### src/rtl/usbfs_tx_pkt.sv
// usbfs_tx_pkt: IN-endpoint packet buffer and response serialiser (DATA PID/payload/CRC16 or NAK/STALL),
// with DATA0/DATA1 toggle tracking and retransmission of unACKed packets.
module usbfs_tx_pkt #(
  parameter int MAX_PKT = 8,
  parameter int IDX_W = $clog2(MAX_PKT),
  parameter int NB_W = $clog2(MAX_PKT + 1)
) (
  input  logic             i_clk,
  input  logic             i_rst_n,
  output logic             o_etReady,
  input  logic             i_etValid,
  input  logic             i_etStall,
  input  logic             i_etWrEn,
  input  logic [IDX_W-1:0] i_etWrIdx,
  input  logic [7:0]       i_etWrByte,
  input  logic [NB_W-1:0]  i_etWrNBytes,
  input  logic             i_inTok,
  input  logic             i_ackRcvd,
  input  logic             i_timeout,
  input  logic             i_toggleClr,
  output logic             o_txValid,
  input  logic             i_txReady,
  output logic [7:0]       o_txData,
  output logic             o_txLast
);
  typedef enum logic [2:0] {IDLE, FILL, SEND, WAIT_ACK, HOLD} state_t;
  state_t          r_state;
  logic            r_toggle;
  logic            r_hs;
  logic [NB_W-1:0] r_nb;
  logic [NB_W:0]   r_pos;
  logic [15:0]     r_crc;
  logic [7:0]      r_buf [MAX_PKT];
  logic            w_acc;
  logic            w_tok;
  logic            w_hs;
  logic            w_pay;
  logic [NB_W:0]   w_p;
  logic [NB_W:0]   w_nbx;
  logic [NB_W:0]   w_nb1;
  logic [15:0]     w_crc;
  function automatic logic [15:0] crc_upd(input logic [15:0] c, input logic [7:0] d);
    logic [15:0] x;
    x = c ^ {8'h00, d};
    for (int i = 0; i < 8; i++) x = x[0] ? (x >> 1) ^ 16'hA001 : x >> 1;
    return x;
  endfunction
  assign o_etReady = r_state == IDLE && !i_etStall;
  assign w_acc = o_txValid && i_txReady;
  assign w_tok = i_inTok && r_state != SEND;
  assign w_hs = r_state == IDLE || i_etStall;
  assign w_p = r_pos + 1'b1;
  assign w_nbx = {1'b0, r_nb};
  assign w_nb1 = w_nbx + 1'b1;
  // r_pos: 0 = PID, 1..nb = payload, nb+1/nb+2 = CRC bytes
  assign w_pay = r_pos != '0 && r_pos <= w_nbx;
  assign w_crc = w_pay ? crc_upd(r_crc, o_txData) : r_crc;
  always_ff @(posedge i_clk)
    if (r_state == FILL && i_etWrEn) r_buf[i_etWrIdx] <= i_etWrByte;
  always_ff @(posedge i_clk or negedge i_rst_n)
    if (!i_rst_n) begin
      r_state <= IDLE;
      r_toggle <= 1'b0;
      r_hs <= 1'b0;
      r_nb <= '0;
      r_pos <= '0;
      r_crc <= 16'hFFFF;
      o_txValid <= 1'b0;
      o_txData <= 8'h00;
      o_txLast <= 1'b0;
    end else begin
      r_toggle <= !i_toggleClr && (r_toggle ^ (r_state == WAIT_ACK && i_ackRcvd && !i_inTok));
      if (r_state == FILL && i_inTok) r_nb <= i_etWrNBytes + NB_W'(i_etWrEn);
      if (w_tok) begin
        r_state <= SEND;
        r_hs <= w_hs;
        r_pos <= '0;
        r_crc <= 16'hFFFF;
        o_txValid <= 1'b1;
        o_txLast <= w_hs;
        o_txData <= w_hs ? (i_etStall ? 8'h1E : 8'h5A) : (r_toggle ? 8'h4B : 8'hC3);
      end else
        case (r_state)
          IDLE: if (i_etValid && o_etReady) r_state <= FILL;
          WAIT_ACK: r_state <= i_ackRcvd ? IDLE : i_timeout ? HOLD : WAIT_ACK;
          SEND:
            if (w_acc) begin
              if (o_txLast) begin
                o_txValid <= 1'b0;
                o_txLast <= 1'b0;
                r_state <= r_hs ? IDLE : WAIT_ACK;
              end else begin
                r_pos <= w_p;
                r_crc <= w_crc;
                o_txData <= w_p <= w_nbx ? r_buf[r_pos[IDX_W-1:0]] : w_p == w_nb1 ? ~w_crc[7:0] : ~w_crc[15:8];
                o_txLast <= w_p > w_nb1;
              end
            end
          default: ;
        endcase
    end
endmodule

### config.mk
export PLATFORM = sky130hd
export DESIGN_NAME = usbfs_tx_pkt
export DESIGN_NICKNAME = d
export VERILOG_FILES = /design/src/rtl/usbfs_tx_pkt.sv
export SDC_FILE = /design/constraint.sdc
export NUM_CORES = 1
export LEC_CHECK = 0
export ABC_AREA = 1
export CAP_MARGIN = 15
export CORE_ASPECT_RATIO = 0.6
export CORE_MARGIN = 2
export CORE_UTILIZATION = 50
export DETAILED_ROUTE_END_ITERATION = 7
export PLACE_DENSITY = 0.69
export SYNTH_ARGS = -nofsm -noshare
export SYNTH_HDL_FRONTEND = slang
export SYNTH_SLANG_ARGS = --single-unit
### constraint.sdc
create_clock -name i_clk -period 6.9 [get_ports i_clk]
set_input_delay 1.725 -clock i_clk [delete_from_list [all_inputs] [get_ports i_clk]]
set_output_delay 1.725 -clock i_clk [all_outputs]
set_load 0.05 [all_outputs]
==> results of run 1 <==
[routing by layer]
layer	track usage	wire [um]	up-vias
li1	-	-	2045
met1	0.367	6390	1954
met2	0.331	5230	165
met3	0.0531	1240	11
met4	0.0478	105	0
met5	0	0	-
[placed cells by master (no fill, tap or decap), drive strengths merged, types with 4 or more instances in the layout]
cell type,n
o221ai,4
o21ai,72
nand2,137
nand3,17
dfrtp,24
xor2,7
a22oi,5
clkdlybuf4s50,34
edfxtp,64
buf,5
clkbuf,9
o22ai,22
a31oi,5
a21oi,24
inv,69
xnor2,6
nor3,5
ha,18
nor2,59
dfstp,16
[cell families after synthesis]
group           count (synthesis)
buf+inv                        86
flops                         104
mux                             3
simple gates                  225
compound gates                136
xor+xnor                       13
fa+ha+maj                      18
[worst max path at each step]
stage,to,cells past startpoint,slack (ns),startpoint
floorplan,o_etReady,1,2.77,i_etStall
global placement,o_etReady,3,2.01,i_etStall
detailed placement,o_etReady,3,2.00,i_etStall
CTS,o_etReady,3,1.99,i_etStall
global route,o_etReady,3,1.97,i_etStall
finish,o_etReady,3,2.01,i_etStall
[registers in the layout, indices dropped and copies added (netlist names)]
register / count
o_txData: 8
o_txLast: 1
o_txValid: 1
r_buf: 64
r_crc: 16
r_hs: 1
r_nb: 4
r_pos: 5
r_state: 3
r_toggle: 1
[area by class of cell]
cell class | instances | share of cell area
Tap cell | 139 | 0.0281
Sequential cell | 104 | 0.475
Multi-Input combinational cell | 395 | 0.345
Inverter | 67 | 0.0406
Clock buffer | 9 | 0.0364
Clock inverter | 7 | 0.0141
Timing Repair Buffer | 39 | 0.0606
[stage by stage]
step                hold WS (ns)   util  instance area, um2  cells  setup slack (ns)
floorplan                  0.444      -                5440    585              2.77
global placement           0.492  0.555                5880    744              2.01
detailed placement         0.489  0.555                5880    744              2.00
CTS                        0.514  0.584                6190    760              1.99
global route               0.532  0.584                6190    760              1.97
finish                     0.523  0.584                6190    760              2.01
[worst min-delay path: cells and delay by family (launching register included)]
kind | cells | cell delay [ns]
flip-flops | 1 | 0.38
AND/OR/NAND/NOR | 2 | 0.11
[power by group]
part	internal, uW	switching (uW)
sequential	662	0
clock	289	244
combinational	13.5	15.2
==> impl_results.md, run 1 <==
- Reg2reg start: r_pos[0]$_DFFE_PN0P_
- Largest net degree at the start of global routing: 41
- Hold Vio Cnt, Final: 0
- P_leak: about 0.0026 uW
- Setup crit start kind: input port
- #FFs+latches synth: 104
- Worst R2R Setup Slack: 2.80 ns
- Fin crit share: 0.709
- Die area: 11,800 um2
- Max Cap Viol: 0
- Clock transition at path regs: 0.08 ns
- Port Buf Inserts: 35
- Buf+Inv Stages, Crit Path: 2
- Wire length per cell: 17.1 um
- Worst EP required: 5.18 ns
- Share of layout cells above drive strength 1: 0.127
- Grt ovf: 0
- Hold Path Depth: 2
- Root buffer cell: clkbuf_16
- Longest Clk Path Bufs: 2
- DR vias: 4,175
- Layout area overhead: 13.8%
- Tot Pwr: 1220 uW
- Fin. max-slew vios: 0
- CP cell instances: clkdlybuf4s50_1 > nor2_1 > clkdlybuf4s50_1
- Final net count: 659
- Hold endpoint: r_hs$_DFFE_PN0P_
- Largest family of logic cells by synthesized area: simple AND/OR/NAND/NOR gates
- DP HPWL: a little over 9000 um
- Sink Count: approximately 100
- Setup-failing EPs final: 0
- Pre-Repair DR Iteration Count: 5
- Synth Warn #: 0
- Syn Std Cell Area: 5440 um2
- Initial Utilization: 0.514
- Synth Area in Adders: 0.0414
- Fillers: between 900 and 1,000
- Hold_buf cts: 0
- Worst Max-Slew Pin Slew: 1.01 ns
- Crit path max fanout: 3
- Unrepaired setup endpoints after global routing: no
- Largest area contributor in the netlist: edfxtp_1
- Area contributors post-synth: edfxtp_1, dfrtp_1, nand2_1
- Maximum vdd drop: 137 uV
- Simple-gate share of the synthesized area: 0.182
- GRT Overall Usage: 0.233
- CTS tree: done
- Synth Area in Compound Gates: 0.141
- Kind of critical path: input port to primary output
- Cell with the most instances after synthesis: nand2_1
- Crit path max-delay cell type: clkdlybuf4s50_1
- Post-synth ARST share: 0.385
- Die height: ~85 um
- DR iter-0 viols: 472
- Initial antenna violation count: 0
- Hold_sp: r_hs$_DFFE_PN0P_
- CTS H-Tree Depth: 3
- Post-CTS Resized: 0
- Die X: 139 um
- Post-route ant nets: 0
- Synth cell types: 43
- First-pass GRT wire length: 21,100 um
- FMAX: 0.204 GHz
- Setup Skew: 0.0109 ns
- Seq/Total Area, Yosys: 0.541
- DR DRC count: 0
- Worst slew margin: 0.324
- Status: finished clean
- I/O Pins: 36
- Footprint of the multi-input gates: about 2100 um2
- Largest delay share family, worst path: buffers and inverters
- Drt total wl: 13,000 um
- Number of synthesized flops with an enable pin: 64
- Reg-to-Reg End: o_txLast$_DFFE_PN0P_
- Register Area: 2940 um2
- Power per cell area: 198 nW/um2
- Vias in the first global route: 3,963
- Worst skew pair latency: 0.35 ns
- FF-to-FF path depth: 13
- Cells after Synth: 585
- Minimum clock period: 4.89 ns
- Worst path arrival time: 3.17 ns
- Row count: 29
- Cell mode on critical path: clkdlybuf4s50_1
- Mux cell area share after synthesis: 0.00552
- Setup TNS: 0 ns
- CP peak stage delay: 0.82 ns
- Mapped Nets: 628
- Post-synth top area share: 0.353
- Total CTS buffers: 9
- Hold Path Class: flop to flop
- Crit path capture type: primary output
- Leading cell types by count after synthesis: nand2_1, o21ai_0, edfxtp_1, inv_1, nor2_1
- Main flop type after synthesis: edfxtp_1
- Post-CTS setup repair buffer count: 0
- Syn Area/Cell: 9.30 um2
- GP Congestion: 0.903
- Core outline area: 10,600 um2
- Via/cell ratio: 5.49
- Synth Area in XOR/XNOR: 0.0223
- Ant diodes: 0
Power figures use the tool's default switching activity.
==> run 2: changes to the inputs <==
Clock period 6.9 ns to 4.6 ns, I/O delays scaled along.
==> run 2 against run 1 <==
Utilization rose by 0.20 points; critical path depth stayed put; highest routed layer unchanged; largest cell class unchanged; cell area rose by 0.34%; sequential share of layout area decreased by 0.16 points; critical endpoint unchanged; clock-buffer cell count unchanged.
==> impl_results.md, run 2 (synthesized netlist as in run 1, its figures left out) <==
- Minimum clock period: 3.74 ns
- Share of layout cells above drive strength 1: 0.131 (+0.00420)
- Sw Share: 0.230 (+0.0184)
- Worst EP required: 3.45 ns (-1.73 ns)
- Sequential fraction of design power: 0.542 (about the same)
- Hold_buf cts: 0 (unchanged)
- Worst skew pair latency: 0.36 ns (about the same)
- Root buffer cell: clkbuf_16
- DR DRC count: 0 (unchanged)
- Setup Skew: 0.0109 ns (+0.0000281 ns)
- Setup ws final: 0.859 ns (-1.15 ns)
- Fin crit share: 0.813
- Drt total wl: 13,100 um (+1.0%)
- Post-CTS setup repair buffer count: 0 (unchanged)
- Largest Register: r_buf
- Busiest metal layer after global routing: met1
- Met3 Usage GRT: 0.0519 (-0.00114)
- Grt ovf: 0 (unchanged)
- Initial antenna violation count: 0 (unchanged)
- Kind of critical path: input port to primary output
- Setup crit start kind: input port
- Max reg flops: 64 (unchanged)
- Met2 global-route usage: 0.328 (-0.00315)
- Fin. max-slew vios: 0 (unchanged)
- Sink Count: 104 (unchanged)
- Int Power: 1410 uW (+46%)
- Total CTS buffers: 9 (unchanged)
- Final std cells w/o fill: 763 (+0.39%)
- Met1 GRT Util: 0.382 (+0.0155)
- Ant diodes: 0 (unchanged)
- Crit path max fanout: 3 (unchanged)
- Status: finished clean
- DR iter-0 viols: 465 (-1.5%)
- Unrepaired setup endpoints after global routing: no
- Die height: 84.8 um (unchanged)
- Post-route ant nets: 0 (unchanged)
- Max Cap Viol: 0 (unchanged)
- Layout area overhead: 14.2%
- First-pass GRT wire length: 21,800 um (+3.3%)
- Via/cell ratio: 5.60 (+1.9%)
- Die area: 11,800 um2 (unchanged)
- Dpl ws: 0.861 ns (-1.14 ns)
- Pre-Repair DR Iteration Count: 5 (unchanged)
- DR vias: 4,270 (+2.3%)
- GP Congestion: 0.883 (-2.3%)
- CTS tree: done
- Hold Path Class: flop to flop
- CTS H-Tree Depth: 3 (unchanged)
- Longest Clk Path Bufs: 2 (unchanged)
- Worst path arrival time: 2.59 ns (-0.58 ns)
- Clock transition at path regs: 0.08 ns (about the same)
- Setup TNS: 0 ns (unchanged)
- Vias in the first global route: 4,123 (+4.0%)
- Core outline area: 10,600 um2 (unchanged)
- Crit path capture type: primary output
- Tot Pwr: 1830 uW (+50%)
- Wire length per cell: 17.2 um (+0.64%)
- Worst slew margin: 0.344 (+0.0207)
- Largest registers: r_buf: 64 flops, r_crc: 16 flops, o_txData: 8 flops
- DP HPWL: 9160 um (+0.28%)
- Commonest non-fill, non-tap cell in the layout: nand2_1
- Worst Max-Slew Pin Slew: 0.980 ns (-0.0310 ns)
- Power per cell area: 295 nW/um2 (+49%)
- Maximum vdd drop: 179 uV (+31%)
- Final net count: 662 (+0.46%)
- GRT Overall Usage: 0.240 (+0.00689)
- Die X: 139 um (unchanged)
- Most frequent cells in the layout: nand2_1, o21ai_0, edfxtp_1, inv_1, nor2_1
- FMAX: 0.267 GHz
- Combinational share of power: 0.023 (about the same)
- Hold Vio Cnt, Final: 0 (unchanged)
- P_leak: 0.00258 uW (+0.79%)
- Switching pwr: 422 uW (+63%)
- I/O Pins: 36 (unchanged)
- Clock Power Share: 0.435 (about the same)
- Dpl cells: 747 (+0.40%)
- Post-CTS Resized: 0 (unchanged)
- Largest net degree at the start of global routing: 41 (unchanged)
- Row count: 29 (unchanged)
- Setup-failing EPs final: 0 (unchanged)
- Initial Utilization: 0.514 (unchanged)
- Port Buf Inserts: 35 (unchanged)
-- run 2: worst paths after layout --
check / endpoint / cells after the start / startpoint / slack (ns)
setup / recovery: o_etReady / 3 / i_etStall / 0.86
hold / removal: r_hs$_DFFE_PN0P_ / 2 / r_hs$_DFFE_PN0P_ / 0.51
setup reg to reg: o_txData[0]$_DFFE_PN0P_ / 14 / r_pos[1]$_DFFE_PN0P_ / 1.37
hold reg to reg: r_hs$_DFFE_PN0P_ / 2 / r_hs$_DFFE_PN0P_ / 0.51
max in group asynchronous: o_txValid$_DFFE_PN0P_ / 1 / i_rst_n / 3.07
min in group asynchronous: o_txData[6]$_DFFE_PN0P_ / 1 / i_rst_n / 0.93
-- run 2: metal layers --
layer	vias to the layer above	wire [um]
met1	2030	6480
met2	171	5370
met3	14	1100
met5	-	0
met4	0	159
li1	2055	-
-- run 2: power groups by stage --
stage                     clock network [uW]  logic [uW]  registers (uW)
after global placement                     0        42.0            1010
after floorplan                            0        4.81            1010
after detailed placement                   0        43.6            1010
final                                    796        42.8             992
after global routing                     845        47.6             992
after CTS                                814        43.8             992
-- run 2: layout make-up --
| class | instances | area (um2) |
|---|---|---|
| Inverter | 67 | 251 |
| Fill cell | 906 | 4380 |
| Clock inverter | 7 | 86.3 |
| Sequential cell | 104 | 2940 |
| Timing Repair Buffer | 42 | 398 |
| Clock buffer | 9 | 225 |
| Multi-Input combinational cell | 395 | 2140 |
| Tap cell | 139 | 174 |
-- run 2: stage by stage --
step                hold slack (ns)  instance area (um2)  utilization
finish                        0.510                 6210        0.586
global placement              0.482                 5900        0.557
floorplan                     0.444                 5440            -
global route                  0.542                 6210        0.586
detailed placement            0.472                 5900        0.557
CTS                           0.508                 6210        0.586
-- run 2: worst max-delay path: stages --
cell             delay (ns)
clkdlybuf4s50_1        0.46
nor2_1                 0.16
clkdlybuf4s50_1        0.82
==> run 3: changes to the inputs <==
Clock period 4.6 ns to 3.69 ns, I/O delays scaled along.
==> run 3 against run 2 <==
Cell area is 0.16% higher; via count is 1.6% higher; first-iteration DRC count is 26% lower; sequential cell count stayed put; register-to-register slack worse by 0.71 ns; critical endpoint is now o_txData[4]$_DFFE_PN0P_; critical path depth is 8 higher; cell count is 0.39% higher; clock-buffer cell count stayed put; combinational power is 26% higher; sequential share of layout area is 0.076 points lower.
==> impl_results.md, run 3 (synthesized netlist as in run 1, its figures left out) <==
- Core outline area: 10,600 um2 (unchanged)
- Crit path max fanout: 15 (+12)
- Dpl cells: 750 (+0.40%)
- Largest registers: r_buf: 64 flops, r_crc: 16 flops, o_txData: 8 flops
- Crit path capture type: flop
- Root buffer cell: clkbuf_16
- CTS tree: done
- Most frequent cells in the layout: nand2_1, o21ai_0, edfxtp_1, inv_1, nor2_1
- Wire length per cell: 17.1 um (-0.54%)
- Worst Max-Slew Pin Slew: 0.951 ns (-0.0289 ns)
- Minimum clock period: 3.03 ns
- Unrepaired setup endpoints after global routing: no
- DR iter-0 viols: 345 (-26%)
- Worst slew margin: 0.366 (+0.0217)
- Clock transition at path regs: 0.08 ns (about the same)
- Sw Share: 0.226 (-0.00482)
- GRT Overall Usage: 0.232 (-0.00836)
- Sink Count: 104 (unchanged)
- DR vias: 4,337 (+1.6%)
- Initial antenna violation count: 0 (unchanged)
- DR DRC count: 0 (unchanged)
- Total CTS buffers: 9 (unchanged)
- Kind of critical path: flop to flop
- Clock Power Share: 0.428 (-0.007)
- Switching pwr: 509 uW (+21%)
- Setup-failing EPs final: 0 (unchanged)
- Largest Register: r_buf
- Final net count: 665 (+0.45%)
- Pre-Repair DR Iteration Count: 5 (unchanged)
- Power per cell area: 362 nW/um2 (+23%)
- Combinational share of power: 0.024 (about the same)
- Fin. max-slew vios: 0 (unchanged)
- Worst skew pair latency: 0.35 ns (about the same)
- Sequential fraction of design power: 0.548 (+0.006)
- Setup Skew: 0.00798 ns (-0.00290 ns)
- Die area: 11,800 um2 (unchanged)
- Status: finished clean
- Final std cells w/o fill: 766 (+0.39%)
- Layout area overhead: 14.4%
- Post-route ant nets: 0 (unchanged)
- Initial Utilization: 0.514 (unchanged)
- Longest Clk Path Bufs: 2 (unchanged)
- Hold_buf cts: 0 (unchanged)
- FMAX: approximately 0.33 GHz
- Max reg flops: 64 (unchanged)
- Commonest non-fill, non-tap cell in the layout: nand2_1
- Vias in the first global route: 3,964 (-3.9%)
- Int Power: 1750 uW (+24%)
- Share of layout cells above drive strength 1: 0.137 (+0.00575)
- Post-CTS setup repair buffer count: 0 (unchanged)
- Grt ovf: 0 (unchanged)
- Ant diodes: 0 (unchanged)
- Row count: 29 (unchanged)
- Post-CTS Resized: 0 (unchanged)
- Die X: 139 um (unchanged)
- Hold Path Class: flop to flop
- Setup TNS: 0 ns (unchanged)
- Drt total wl: 13,100 um (-0.15%)
- DP HPWL: 9420 um (+2.9%)
- Largest net degree at the start of global routing: 41 (unchanged)
- Hold Vio Cnt, Final: 0 (unchanged)
- Fin Hold WS: 0.489 ns (-0.0204 ns)
- First-pass GRT wire length: 21,200 um (-2.8%)
- Maximum vdd drop: 231 uV (+29%)
- GP Congestion: 0.875 (-0.84%)
- Die height: 84.8 um (unchanged)
- I/O Pins: 36 (unchanged)
- Via/cell ratio: 5.66 (+1.2%)
- Worst EP required: 3.93 ns (+0.48 ns)
- CTS H-Tree Depth: 3 (unchanged)
- Setup crit start kind: flop
- Fin crit share: 0.820
- P_leak: 0.00259 uW (+0.53%)
- Worst path arrival time: 3.27 ns (+0.68 ns)
- Port Buf Inserts: 35 (unchanged)
- Fillers: 890 (-1.8%)
- Max Cap Viol: 0 (unchanged)
[run 3: critical path: stages (launching register included)]
cell      delay (ns)
dfrtp_1         0.49
inv_1           0.40
ha_1            0.38
ha_1            0.32
nand2_1         0.09
nor2_1          0.04
nand2_1         0.27
clkinv_1        0.38
o21ai_0         0.26
a21oi_1         0.07
o21ai_1         0.13
a21oi_1         0.07
[run 3: path summary, 6_finish.rpt]
kind                            depth (start not counted)  slack [ns]                  from                      end
max in group asynchronous                               1        2.39               i_rst_n     r_pos[4]$_DFFE_PN0P_
worst max register to register                         11        0.66  r_pos[0]$_DFFE_PN0P_  o_txData[4]$_DFFE_PN0P_
worst max-delay path                                   11        0.66  r_pos[0]$_DFFE_PN0P_  o_txData[4]$_DFFE_PN0P_
worst min-delay path                                    2        0.49      r_hs$_DFFE_PN0P_         r_hs$_DFFE_PN0P_
worst min register to register                          2        0.49      r_hs$_DFFE_PN0P_         r_hs$_DFFE_PN0P_
min in group asynchronous                               1        0.71               i_rst_n  o_txData[6]$_DFFE_PN0P_
[run 3: per-layer routing]
layer  GRT usage  routed length [um]  vias to the layer above
met3      0.0753                1340                       11
met1       0.359                6410                     2085
met2       0.318                5260                      182
li1            -                   -                     2059
met5           0                   0                        -
met4      0.0450                  83                        0
[run 3: metrics by stage]
| step | util | area, um2 | setup slack (ns) | power [uW] |
|---|---|---|---|---|
| 2_1_floorplan | - | 5440 | 1.16 | 1270 |
| 3_3_place_gp | 0.559 | 5920 | 0.669 | 1310 |
| 3_5_place_dp | 0.559 | 5920 | 0.552 | 1320 |
| 4_1_cts | 0.587 | 6220 | 0.744 | 2260 |
| 5_1_grt | 0.587 | 6220 | 0.435 | 2310 |
| 6_report | 0.587 | 6220 | 0.663 | 2260 |
[run 3: layout make-up]
type	count	area [um2]	share of cell area
flip-flops and latches	104	2940	0.473
multi-input cells	395	2140	0.343
repair buffers	45	418	0.0671
inverters	67	251	0.0404
clock buffers	9	225	0.0362
well taps	139	174	0.0279
clock inverters	7	76.3	0.0123
[run 3: power groups by stage]
stage	registers (uW)	clock network, uW	logic [uW]
2_1_floorplan	1260	0	6.00
3_3_place_gp	1260	0	52.6
3_5_place_dp	1260	0	54.5
4_1_cts	1240	971	54.7
5_1_grt	1240	1020	59.9
6_report	1240	965	54.0
